--- config.mk ---
export PLATFORM = sky130hd
export DESIGN_NAME = flit_tx_channel
export DESIGN_NICKNAME = d
export VERILOG_FILES = /design/src/rtl/flit_tx_channel.sv
export SDC_FILE = /design/constraint.sdc
export NUM_CORES = 1
export LEC_CHECK = 0
export ABC_AREA = 1
export CORE_UTILIZATION = 44
export CTS_CLUSTER_DIAMETER = 80
export CTS_CLUSTER_SIZE = 8
export DETAILED_ROUTE_END_ITERATION = 8
export GPL_ROUTABILITY_DRIVEN = 0
export PLACE_DENSITY = 0.78
export SLEW_MARGIN = 30
export SYNTH_ARGS = -nofsm -noshare
export SYNTH_HDL_FRONTEND = slang
export SYNTH_SLANG_ARGS = --single-unit
--- constraint.sdc ---
create_clock -name clk -period 2.25 [get_ports clk]
set_clock_uncertainty 0.15 [all_clocks]
set_input_delay 0.3375 -clock clk [delete_from_list [all_inputs] [get_ports clk]]
set_output_delay 0.3375 -clock clk [all_outputs]
set_load 0.01 [all_outputs]
--- src/rtl/flit_tx_channel.sv ---
// flit_tx_channel
//   Output side of a router port. Pops flits from the input-channel FIFO,
//   arbitrates for the output port on a head flit, holds the port until the
//   tail flit leaves, and throttles the link with credit-based flow control
//   against the downstream FIFO.
//
// Optional build macro: FLIT_TX_PKT_CNT_EN
//   When defined, adds output pkt_cnt, a wrapping 16-bit count of
//   completed packets (tail or single flit sent).
//
// Ports
//   clk        in   single clock, rising edge
//   rst        in   asynchronous reset, active low
//   fifo_data  in   flit at the FIFO read pointer (combinational)
//   fifo_empty in   FIFO empty flag
//   fifo_read  out  pop strobe, one flit per asserted cycle
//   req        out  output-port request to the switch arbiter
//   grant      in   arbiter grant (level)
//   credit_in  in   one-cycle pulse, downstream freed one slot
//   tx_data    out  registered link data
//   tx_valid   out  registered link valid
//   err        out  registered one-cycle protocol-error pulse
//   pkt_cnt    out  completed packet count (FLIT_TX_PKT_CNT_EN only)
//
// Flit type in the top two bits: 01 head, 00 body, 10 tail, 11 single.
//
// state   | meaning
// --------+-----------------------------------------------------------
// IDLE    | no packet owned; waiting for a head/single at the FIFO
// REQ     | head waiting at the FIFO; requesting the output port
// SEND    | port owned; sending flits while credit allows until tail

module flit_tx_channel #(
  parameter int DATA_WIDTH  = 8,
  parameter int CREDIT_BITS = 2
) (
  input  logic                  clk,
  input  logic                  rst,
  input  logic [DATA_WIDTH-1:0] fifo_data,
  input  logic                  fifo_empty,
  output logic                  fifo_read,
  output logic                  req,
  input  logic                  grant,
  input  logic                  credit_in,
  output logic [DATA_WIDTH-1:0] tx_data,
  output logic                  tx_valid,
  output logic                  err
`ifdef FLIT_TX_PKT_CNT_EN
  ,
  output logic [15:0]           pkt_cnt
`endif
);

  localparam logic [CREDIT_BITS:0] CREDIT_MAX = {1'b1, {CREDIT_BITS{1'b0}}};
  localparam logic [CREDIT_BITS:0] CREDIT_ONE = {{CREDIT_BITS{1'b0}}, 1'b1};

  typedef enum logic [1:0] {
    ST_IDLE = 2'd0,
    ST_REQ  = 2'd1,
    ST_SEND = 2'd2
  } state_e;

  state_e                  state_q, state_d;
  logic [CREDIT_BITS:0]    credit_q, credit_d;
  logic                    first_q, first_d;
  logic [DATA_WIDTH-1:0]   tx_data_q, tx_data_d;
  logic                    tx_valid_q, tx_valid_d;
  logic                    err_q, err_d;

  logic                    pop;
  logic                    send;
  logic                    pkt_end;
  logic                    is_head;
  logic                    is_tail;

  // Top bit set = tail/single, next bit set = head/single.
  assign is_tail = fifo_data[DATA_WIDTH-1];
  assign is_head = fifo_data[DATA_WIDTH-2];

  always_comb begin
    state_d    = state_q;
    credit_d   = credit_q;
    first_d    = first_q;
    tx_data_d  = tx_data_q;
    tx_valid_d = 1'b0;
    err_d      = 1'b0;
    pop        = 1'b0;
    send       = 1'b0;
    pkt_end    = 1'b0;

    case (state_q)
      ST_IDLE: begin
        if (!fifo_empty) begin
          if (is_head) begin
            state_d = ST_REQ;
          end else begin
            // Stray body/tail with no owning packet: drop it.
            pop   = 1'b1;
            err_d = 1'b1;
          end
        end
      end
      ST_REQ: begin
        if (grant) begin
          state_d = ST_SEND;
          first_d = 1'b1;
        end
      end
      ST_SEND: begin
        if (!fifo_empty && (credit_q != '0)) begin
          send       = 1'b1;
          pop        = 1'b1;
          tx_data_d  = fifo_data;
          tx_valid_d = 1'b1;
          first_d    = 1'b0;
          // first_q marks the packet's own head; any later head/single is
          // a protocol error and is forwarded without ending the packet.
          if (is_head && !first_q) begin
            err_d = 1'b1;
          end else if (is_tail) begin
            state_d = ST_IDLE;
            pkt_end = 1'b1;
          end
        end
      end
      default: begin
        state_d = ST_IDLE;
      end
    endcase

    case ({send, credit_in})
      2'b10: credit_d = credit_q - CREDIT_ONE;
      2'b01: begin
        if (credit_q == CREDIT_MAX) begin
          err_d = 1'b1;
        end else begin
          credit_d = credit_q + CREDIT_ONE;
        end
      end
      default: credit_d = credit_q;
    endcase
  end

  always_ff @(posedge clk or negedge rst) begin
    if (!rst) begin
      state_q    <= ST_IDLE;
      credit_q   <= CREDIT_MAX;
      first_q    <= 1'b0;
      tx_data_q  <= '0;
      tx_valid_q <= 1'b0;
      err_q      <= 1'b0;
    end else begin
      state_q    <= state_d;
      credit_q   <= credit_d;
      first_q    <= first_d;
      tx_data_q  <= tx_data_d;
      tx_valid_q <= tx_valid_d;
      err_q      <= err_d;
    end
  end

  // Gate the pop with reset so the FIFO is never drained while held in reset.
  assign fifo_read = pop & rst;
  assign req       = (state_q != ST_IDLE);
  assign tx_data   = tx_data_q;
  assign tx_valid  = tx_valid_q;
  assign err       = err_q;

`ifdef FLIT_TX_PKT_CNT_EN
  logic [15:0] pkt_cnt_q, pkt_cnt_d;

  assign pkt_cnt_d = pkt_end ? (pkt_cnt_q + 16'd1) : pkt_cnt_q;

  always_ff @(posedge clk or negedge rst) begin
    if (!rst) begin
      pkt_cnt_q <= '0;
    end else begin
      pkt_cnt_q <= pkt_cnt_d;
    end
  end

  assign pkt_cnt = pkt_cnt_q;
`endif

endmodule

Word-level counts from Yosys, hierarchy flattened

Cells that the tools add are included.

Equal/unequal tests: 12
Bitwise logic cells: 1
Reductions and logical operators: 13
Add/sub/neg operators: 2
Mux-type cells: 22

Operator list:

| cell                  | number |
|---|---|
| $ne A2 B2 Y1 const B  | 7 |
| $mux W2               | 6 |
| $mux W1               | 10 |
| $pmux W1 S2           | 3 |
| $pmux W2 S3           | 1 |
| $pmux W3 S2           | 1 |
| $reduce_and A6 Y1     | 1 |
| $reduce_bool A2 Y1    | 3 |
| $eq A2 B1 Y1 const B  | 2 |
| $eq A2 B2 Y1 const B  | 2 |
| $reduce_and A2 Y1     | 2 |
| $add A3 B1 Y3 const B | 1 |
| $eq A3 B3 Y1 const B  | 1 |
| $mux W3               | 1 |
| $reduce_and A3 Y1     | 1 |
| $reduce_bool A3 Y1    | 1 |
| $sub A3 B1 Y3 const B | 1 |
| $logic_and A1 B1 Y1   | 2 |
| $logic_not A1 Y1      | 2 |
| $logic_not A2 Y1      | 1 |
| $and A1 B1 Y1         | 1 |

Register bits: 16
Bits of input ports: 13
Word-level logic and storage cells: 56

Depth between registers and ports, before layout

Depth in word-level cells: 7
Depth in mapped cells: 14

Worst setup path after synthesis

Ideal clock, no wire load.

Kind: register to register
Start: register credit_q[2]
End: register credit_q[2]
Clock period less this slack: 1.659 ns
Stages on the path, launching flop included: 13
Arrival time: 1.433 ns
Path slack: 0.591 ns
Data required time: 2.024 ns
Setup time: 0.076 ns
Cell sequence: dfstp_2 > inv_2 > nand2_2 > nand3_4 > nand2_4 > nand2_1 > nand2_1 > inv_1 > ha_1 > a21oi_1 > nand2_1 > nand3_1 > nand2_1

Word-level cells in the longest chain between the ends: 7
Elaborated cells between the ends (all ways): 14
Classes of those cells: 2 x add/sub; 4 x eq/ne; 4 x mux; 4 x reduce/logical

RTL lines:

| what                                                                       | RTL line | source |
|---|---|---|
| start, declared                                                            | 64       | `logic [CREDIT_BITS:0] credit_q, credit_d;` |
| start signal, assigned                                                     | 154      | `credit_q <= credit_d;` |
| $reduce_bool A3 Y1                                                         | 110      | `if (!fifo_empty && (credit_q != '0)) begin` |
| $logic_and A1 B1 Y1                                                        | 110      |  |
| $mux W1                                                                    | 110      |  |
| $mux W1                                                                    | 91       | `case (state_q)` |
| $eq A2 B1 Y1 / $eq A2 B2 Y1 (equally long branches)                        | 131      | `case ({send, credit_in})` |
| $ne A2 B2 Y1 (no source line) / $reduce_bool A2 Y1 (equally long branches) | n/a      |  |
| $reduce_and A2 Y1 (no source line)                                         | n/a      |  |

Several ways; a longest one is shown, not always the timed one. The select of a mux whose other input is x is not followed.
A chain may end at the register's enable or synchronous reset.

Worst setup path after layout

Start: register credit_q[0]
End: output port fifo_read

Word-level cells in the longest chain between the ends: 5

RTL lines:

| what                | RTL line | source |
|---|---|---|
| $reduce_bool A3 Y1  | 110      |  |
| $logic_and A1 B1 Y1 | 110      |  |
| $mux W1             | 110      |  |
| $pmux W1 S2         | 91       |  |
| $and A1 B1 Y1       | 163      | `assign fifo_read = pop & rst;` |
| end, declared       | 41       | `output logic fifo_read,` |

Every way passes these cells.

==> metrics.txt <==
placed cells=148; worst r2r path cells=14; initial DRC count=5; wirelength, routed=1630 um; CP Max Fanout=7; critical-path cell list=nor2_1, nand2_2, nand3_4, inv_2, o21a_1, dlygate4sd2_1; Critical-path top delay cell=dfrtp_1; RSZ-0062 raised after global routing=no; Worst-path clk slew=0.09 ns; Mapped Area=797 sq um; Clock Latency Late Sink=0.29 ns; Synth Instances=95; DR DRC count=0; Std-Cell Rows=15; Core Region=1710 sq um; Max Freq=480 MHz; Internal=829 uW; Area Overhead vs Synth=42.2%; combinational power share=0.505; Clock Sinks=16; Hold Crit Class=input port to async pin; CTS buffer count=3; leak pwr=0.570 nW; fin crit period=2.08 ns; Max Slew Vio Count=0; Worst path top cell family by delay=flip-flops; port bufs=24; vias post-DR=717; Seq cells post-synth=16; post-synth net total=109; crit path DAT=1.59 ns; Net Sw Power=510 uW; Worst setup EP type=primary output; run status=complete, no violations; CTS Root Cell=clkbuf_4; Reg power frac=0.376; Power Density=1180 nW/um^2; clock buffer depth=2; Die Ht=44.6 um; WL/cell=10.6 um; Yosys warning total=0; first-pass GRT wire length=2880 um; Tot Pwr=1.34 mW; Setup crit start kind=flip-flop; vias in the first global route=639; WP data required=1.76 ns; chip width=44.6 um; Slew headroom=0.865; share of layout cells above drive strength 1=0.156; final-report setup violation count=0; 1st-pass router iterations=4; CTS tree=built; FF-to-FF End=credit_q[2]$_DFFE_PN1P_; gr ovfl total=0; Sw Share=0.381; crit share post-route=0.926; Worst-Margin Slew=0.203 ns; die area=1990 sq um; final net count=143; max incr delay on CP=0.45 ns; Syn Area/Cell=8.39 sq um; Detail Placement HPWL=1290 um; kind of critical path=flip-flop to primary output; maximum VDD drop=0.526 mV; Non-Filler Instances=153; Via density=4.69; io pins=25; Starting Density=0.467; ANT nets after route=0; max_cap viols=0; initial antenna violation count=0; final hold vios=0; reg-to-reg slack, setup=0.29 ns; reg2reg start=credit_q[0]$_DFFE_PN0P_; gr usage total=0.207; H-tree depth=1; synth unique cells=21; Setup TNS=0 ns; post-synthesis sequential area ratio=0.504; Clk pwr share=0.119; Ant. Diodes=0; CP bufs+invs=2; largest net degree at the start of global routing=17
final cells by class:
type	count	area [sq um]
Clock buffer	4	26.3
Fill cell	144	574
Inverter	12	45.0
Multi-Input combinational cell	66	345
Sequential cell	16	402
Tap cell	25	31.3
Timing Repair Buffer	30	284
routing by layer:
| metal | wire length, um | vias up | GRT usage |
|---|---|---|---|
| li1 | - | 363 | - |
| met1 | 763 | 330 | 0.265 |
| met2 | 770 | 22 | 0.324 |
| met3 | 74 | 2 | 0.0531 |
| met4 | 17 | 0 | 0.109 |
| met5 | 0 | - | 0 |
logic make-up after synthesis:
group / synth area share
and+or+nand+nor: 0.325
DFF: 0.504
buffers and inverters: 0.0628
AOI/OAI and AO/OA: 0.0722
xor gates and xnor gates: 0.0204
adders and majority gates: 0.0157
through the flow:
stage	worst slack (ns)	hold WS, ns	utilization	instance area, sq um
CTS	0.160	0.232	0.664	1130
finish	0.168	0.238	0.664	1130
global route	0.0722	0.248	0.664	1130
global placement	0.0626	0.312	0.645	1100
floorplan	0.591	-0.108	-	797
detailed placement	0.0460	0.314	0.645	1100
cell usage after synthesis:
cell      instances  area, sq um
a21oi_1           1         5.00
a31oi_1           1         6.26
buf_2             1         5.00
dfrtp_1          15          375
dfstp_2           1         26.3
ha_1              1         12.5
inv_1            10         37.5
inv_2             2         7.51
nand2_1          36          135
nand2_2           2         12.5
nand2_4           2         22.5
nand3_1           8         40.0
nand3_4           1         17.5
nor2_1            3         11.3
nor2_4            1         11.3
o211ai_1          1         7.51
o21a_1            1         7.51
o21ai_0           5         25.0
o22ai_1           1         6.26
or2_4             1         8.76
xor2_2            1         16.3
flip-flops by register name, summed over array words and instances, names as in the netlist:
name / count
tx_valid: 1
tx_data: 8
state_q: 2
credit_q: 3
err: 1
first_q: 1
power by group through the flow:
stage	clock, mW	sequential [mW]	combinational, mW
3_5_place_dp	0	0.518	0.662
6_report	0.159	0.504	0.675
5_1_grt	0.183	0.518	0.772
2_1_floorplan	0	0.540	0.345
4_1_cts	0.167	0.504	0.681
3_3_place_gp	0	0.510	0.646
layout by cell type (no fill, tap or decap), types with 2 or more instances in the layout:
cell / n
buf_4: 6
clkbuf_4: 3
clkdlybuf4s50_1: 23
dfrtp_1: 15
inv_1: 10
inv_2: 2
nand2_1: 36
nand2_2: 2
nand2_4: 2
nand3_1: 8
nor2_1: 3
o21ai_0: 5
worst max-delay path by stage:
stage	start	endpoint	slack [ns]	depth (start not counted)
detailed placement	fifo_empty	fifo_read	0.05	6
floorplan	credit_q[2]$_DFFE_PN1P_	credit_q[2]$_DFFE_PN1P_	0.59	12
global route	state_q[0]$_DFFE_PN0P_	fifo_read	0.07	5
global placement	fifo_data[6]	fifo_read	0.06	6
finish	credit_q[0]$_DFFE_PN0P_	fifo_read	0.17	6
CTS	credit_q[0]$_DFFE_PN0P_	fifo_read	0.16	6
worst reg2reg max path, delay by kind of cell (launching register included):
family | cells | cell delay [ns]
compound gates | 1 | 0.12
fa+ha+maj | 1 | 0.18
buf+inv | 3 | 0.28
flops | 1 | 0.45
simple gates | 9 | 0.71
what timing repair did:
item,CTS,global route
buffers inserted,1,0
endpoints found under the setup margin,1,0
endpoints found under the hold margin,0,0
hold buffers,0,0
gates resized for setup,1,0
No activity file was read; power rests on OpenSTA's default activity.
